[config.mk]
export PLATFORM = sky130hd
export DESIGN_NAME = l2_arbiter
export DESIGN_NICKNAME = d
export VERILOG_FILES = /design/src/rtl/l2_arb_pkg.sv /design/src/rtl/rr_picker2.sv /design/src/rtl/l2_arbiter.sv
export SDC_FILE = /design/constraint.sdc
export NUM_CORES = 1
export LEC_CHECK = 0
export ABC_CLOCK_PERIOD_IN_PS = 4000
export CORE_MARGIN = 10
export CORE_UTILIZATION = 38
export DETAILED_ROUTE_END_ITERATION = 6
export PLACE_DENSITY = 0.93
export SYNTH_ARGS = -nofsm -noshare
export SYNTH_HDL_FRONTEND = slang
export SYNTH_SLANG_ARGS = --single-unit
export TNS_END_PERCENT = 50
[constraint.sdc]
create_clock -name clk -period 4 [get_ports clk]
set_input_delay 0.4 -clock clk [delete_from_list [all_inputs] [get_ports clk]]
set_output_delay 0.4 -clock clk [all_outputs]
set_load 0.05 [all_outputs]
[src/rtl/l2_arb_pkg.sv]
// Shared types and defaults for the dual-L1 to shared-L2 arbiter.
package l2_arb_pkg;

    localparam int ADDR_W_DEF = 32;
    localparam int DATA_W_DEF = 32;

    typedef enum logic [1:0] {
        IDLE  = 2'd0,
        ISSUE = 2'd1,
        WAIT  = 2'd2
    } arb_state_t;

    typedef struct packed {
        logic                  wr;
        logic                  lock;
        logic [ADDR_W_DEF-1:0] addr;
        logic [DATA_W_DEF-1:0] wdata;
    } l2_req_t;

endpackage

[src/rtl/rr_picker2.sv]
// Two-way round-robin picker; mask restricts eligibility (used for lock hold).
module rr_picker2
    import l2_arb_pkg::*;
(
    input  logic [1:0] valid,
    input  logic       last,
    input  logic [1:0] mask,
    output logic [1:0] grant,
    output logic       grant_id
);

    logic [1:0] elig;
    assign elig = valid & mask;

    always_comb begin
        grant    = 2'b00;
        grant_id = 1'b0;
        if (elig == 2'b11) begin
            // Contention: favour whoever did not complete last.
            grant_id = ~last;
            grant    = last ? 2'b01 : 2'b10;
        end else if (elig[1]) begin
            grant_id = 1'b1;
            grant    = 2'b10;
        end else if (elig[0]) begin
            grant    = 2'b01;
        end
    end

endmodule

[src/rtl/l2_arbiter.sv]
// Arbitrates two L1 caches onto one L2 port, one transaction outstanding at a time.
// Optional atomic hold (LL/SC) enabled by defining L2_ARB_LOCK_EN.
module l2_arbiter
    import l2_arb_pkg::*;
#(
    parameter int ADDR_W = ADDR_W_DEF,
    parameter int DATA_W = DATA_W_DEF
) (
    input  logic              clk,
    input  logic              rst_n,
    input  logic [1:0]        req_valid,
    input  logic [1:0]        req_wr,
    input  logic [1:0]        req_lock,
    input  logic [ADDR_W-1:0] req_addr0,
    input  logic [ADDR_W-1:0] req_addr1,
    input  logic [DATA_W-1:0] req_wdata0,
    input  logic [DATA_W-1:0] req_wdata1,
    output logic [1:0]        req_ready,
    output logic [1:0]        resp_valid,
    output logic [DATA_W-1:0] resp_rdata,
    output logic              l2_req_valid,
    output logic              l2_req_wr,
    output logic [ADDR_W-1:0] l2_req_addr,
    output logic [DATA_W-1:0] l2_req_wdata,
    input  logic              l2_req_ready,
    input  logic              l2_resp_valid,
    input  logic [DATA_W-1:0] l2_resp_rdata,
    output logic              err_spurious
);

    arb_state_t        state_reg;
    logic              last_reg;
    logic              gnt_id_reg;
    logic              wr_reg;
    logic [ADDR_W-1:0] addr_reg;
    logic [DATA_W-1:0] wdata_reg;
    logic              err_reg;

    logic [1:0]        grant;
    logic              grant_id;
    logic [1:0]        mask;
    logic              resp_hit;

`ifdef L2_ARB_LOCK_EN
    logic              lock_reg;
    logic              hold_reg;
    logic              hold_id_reg;
    assign mask = hold_reg ? (hold_id_reg ? 2'b10 : 2'b01) : 2'b11;
`else
    logic              unused_lock;
    assign unused_lock = ^req_lock;
    assign mask        = 2'b11;
`endif

    rr_picker2 u_picker (
        .valid    (req_valid),
        .last     (last_reg),
        .mask     (mask),
        .grant    (grant),
        .grant_id (grant_id)
    );

    // req_ready is combinational, so it must be gated while reset is held.
    assign req_ready    = (rst_n && state_reg == IDLE) ? grant : 2'b00;
    assign resp_hit     = (state_reg == WAIT) && l2_resp_valid;
    assign resp_valid   = resp_hit ? (gnt_id_reg ? 2'b10 : 2'b01) : 2'b00;
    assign resp_rdata   = resp_hit ? l2_resp_rdata : '0;
    assign l2_req_valid = (state_reg == ISSUE);
    assign l2_req_wr    = wr_reg;
    assign l2_req_addr  = addr_reg;
    assign l2_req_wdata = wdata_reg;
    assign err_spurious = err_reg;

    always_ff @(posedge clk or negedge rst_n) begin
        if (!rst_n) begin
            state_reg   <= IDLE;
            last_reg    <= 1'b1;
            gnt_id_reg  <= 1'b0;
            wr_reg      <= 1'b0;
            addr_reg    <= '0;
            wdata_reg   <= '0;
            err_reg     <= 1'b0;
`ifdef L2_ARB_LOCK_EN
            lock_reg    <= 1'b0;
            hold_reg    <= 1'b0;
            hold_id_reg <= 1'b0;
`endif
        end else begin
            if (l2_resp_valid && state_reg != WAIT) begin
                err_reg <= 1'b1;
            end
            case (state_reg)
                IDLE: begin
                    if (|grant) begin
                        gnt_id_reg <= grant_id;
                        wr_reg     <= grant_id ? req_wr[1] : req_wr[0];
                        addr_reg   <= grant_id ? req_addr1 : req_addr0;
                        wdata_reg  <= grant_id ? req_wdata1 : req_wdata0;
`ifdef L2_ARB_LOCK_EN
                        lock_reg   <= grant_id ? req_lock[1] : req_lock[0];
`endif
                        state_reg  <= ISSUE;
                    end
                end
                ISSUE: begin
                    if (l2_req_ready) begin
                        state_reg <= WAIT;
                    end
                end
                WAIT: begin
                    if (l2_resp_valid) begin
                        last_reg    <= gnt_id_reg;
`ifdef L2_ARB_LOCK_EN
                        // A locked completion pins the next grant to the same requester.
                        hold_reg    <= lock_reg;
                        hold_id_reg <= gnt_id_reg;
`endif
                        state_reg   <= IDLE;
                    end
                end
                default: state_reg <= IDLE;
            endcase
        end
    end

endmodule
==> results.yml <==
clocking:
  cts_sinks: 70
  worstSkewPairLatency_ns: 0.34
  cts_resized: 0
  cts_tree: "built"
  cts_root_buf: "clkbuf_8"
  htreeDepth: 3
  postCtsSetupBuffers: 0
  clockBufferDepth: 2
  clk_pin_slew_ns: 0.07
  cts_buffers: 9
  holdBufCountCts: 0
power_and_ir_drop:
  p_leak_uw: 0.00283
  ir_drop_uv: 517
  p_per_area_nw_per_um2: 769
placed_design:
  port_buffers: 270
  gp_congestion: 0.868
  place_hpwl_mm: 10.8
timing:
  finalSetupTns_ns: 0
  fmax_ghz: 0.350
  finalClockSkew_ns: 0.00628
  drv_slew: 0
  min_period_over_period_pct: 71.5
  setup_viol: 0
  relSlewSlack_pct: 29.6
  grt_setup_unrepaired: "no"
  layout_min_cycle_time_ns: 2.86
  tightest_slew_ns: 1.06
  holdWs_ns: 0.271
  hold_viol: 0
finish:
  final_core_util_pct: 69.4
  drive_above_1_share_pct: 28.0
  fillers: 704
  multi_input_area_um2: 1970
  seqCellArea_um2: 1750
  diodes: 0
  area_growth_syn_to_layout_pct: 77.7
  nets: 708
die:
  core_um2: 9820
  io_pins: 273
  fp.dieW_um: 120
  fp-row-count: 36
  die-area_um2: 14500
  fp.dieH_um: 120
  start_util_pct: 39.0
logic_synthesis:
  ys_types: 20
  synth_area_um2: 3830
  ys_ff_latch: 70
  yosys_warnings: 0
  avgSynthCellArea_um2: 14.1
  seq_area_frac_synth_pct: 45.7
  syn-num-nets: 441
  syn_inst: 271
detailed_routing:
  vias: 3161
  avgRoutedWirePerCell_um: 19.5
  antenna_left: 0
  viasPerCell: 4.68
  wirelength_mm: 13.2
  drc: 0
  drt-pass1-iter-count: 4
  drt_iter0_markers: 103
worst_setup_path:
  startpoint_type: "input pin"
  critical_path_class: "input pin to output port"
  critPathRequiredTime_ns: 3.60
  critPathBufInv: 4
  cp_common_cell: "clkdlybuf4s50_1"
  end_kind: "output port"
  path_cells: "clkdlybuf4s50_1 -> inv_1 -> nor2_1 -> buf_4 -> and2_1 -> clkdlybuf4s50_1"
  cp_data_arrival_time_ns: 2.46
  slowest_delay_ns: 0.83
  path_delay_family: "buffers and inverters"
  cp_slowest_cell: "clkdlybuf4s50_1"
  critPathMaxFanout: 32
global_route:
  grt_pass1_vias: 3607
  grt_max_degree: 71
  grt_pass1_wl_mm: 20.1
  antenna_found_initial: 0
  overflow: 0
  grtUsageTotal_pct: 17.6
run:
  max_cap_violations: 0
min_path:
  hold_path_class: "input pin to async pin"
status:
  status: "complete, no violations"
## cells in the mapped netlist, drive strengths merged
| cell | count | area [um2] |
|---|---|---|
| mux2 | 131 | 1660 |
| dfrtp | 69 | 1730 |
| nor2b | 1 | 6.26 |
| nand2 | 2 | 7.51 |
| nand2b | 1 | 6.26 |
| nor2 | 4 | 15.0 |
| and2 | 32 | 200 |
| o21ai | 2 | 10.0 |
| dfstp | 1 | 26.3 |
| o21a | 1 | 7.51 |
| nor3 | 2 | 10.0 |
| inv | 4 | 15.0 |
| a21o | 2 | 15.0 |
| mux2i | 1 | 10.0 |
| clkbuf | 3 | 11.3 |
| a21bo | 1 | 10.0 |
| buf | 14 | 100 |
## report_power, final
part / internal, uW / switching, uW
logic: 1420 / 2010
clock network: 277 / 254
registers: 1080 / 200
total: 2770 / 2460
## stage by stage
step                worst slack (ns)  std cells  instance area [um2]  power [uW]
finish                          1.14        676                 6810        5240
CTS                             1.16        676                 6810        5300
floorplan                       1.99        271                 3830        3570
global placement                1.22        660                 6620        4670
global route                    1.02        676                 6810        5470
detailed placement              1.13        660                 6620        4750
## worst register-to-register path: stages (launching register included)
cell,delay [ns]
dfstp_2,0.56
a21bo_4,0.48
buf_4,0.59
mux2_2,0.45
mux2_2,0.26
## metal layers
metal | vias to the layer above | wire (um) | global-route usage (%)
li1 | 1479 | - | -
met1 | 1527 | 5210 | 19.4
met2 | 145 | 6860 | 31.2
met3 | 10 | 997 | 6.00
met4 | 0 | 117 | 5.20
met5 | - | 0 | 0
## worst paths after layout
check                               from  cells past startpoint  slack (ns)               to
min in group clk            err_spurious                      1        0.46     err_spurious
max in group asynchronous          rst_n                      2        3.17   l2_req_addr[3]
min                                rst_n                      2        0.27  l2_req_addr[18]
max                        l2_resp_valid                      6        1.14    resp_rdata[5]
min reg2reg                 err_spurious                      1        0.46     err_spurious
max reg2reg                     last_reg                      4        1.54  l2_req_addr[22]
## cell families after synthesis
kind of cell / after synthesis / share of synthesized area, %
multiplexers: 132 / 43.5
flip-flops: 70 / 45.7
AND/OR/NAND/NOR: 42 / 6.40
AO/OA/AOI/OAI: 6 / 1.11
buffers and inverters: 21 / 3.30
## area by class of cell
cell class              instances  share of cell area (%)
well taps                     133                    2.44
clock buffers                  14                    2.53
repair buffers                273                    40.0
multi-input cells             180                    28.9
clock inverters                 2                   0.220
inverters                       4                   0.220
flip-flops and latches         70                    25.7
## layout by cell type (no fill, tap or decap), types with 2 or more instances in the layout
| cell | netlist | routed |
|---|---|---|
| and2_1 | 32 | 32 |
| nor2_1 | 4 | 4 |
| a21o_1 | 2 | 2 |
| mux2_2 | 83 | 83 |
| nand2_1 | 2 | 2 |
| buf_4 | 2 | 4 |
| clkinvlp_4 | 0 | 2 |
| dfrtp_1 | 69 | 69 |
| inv_1 | 4 | 4 |
| nor3_1 | 2 | 2 |
| mux2_4 | 48 | 48 |
| clkbuf_8 | 0 | 12 |
| o21ai_0 | 2 | 2 |
| clkdlybuf4s50_1 | 0 | 269 |
| clkbuf_1 | 3 | 2 |
Power figures use the tool's default switching activity.
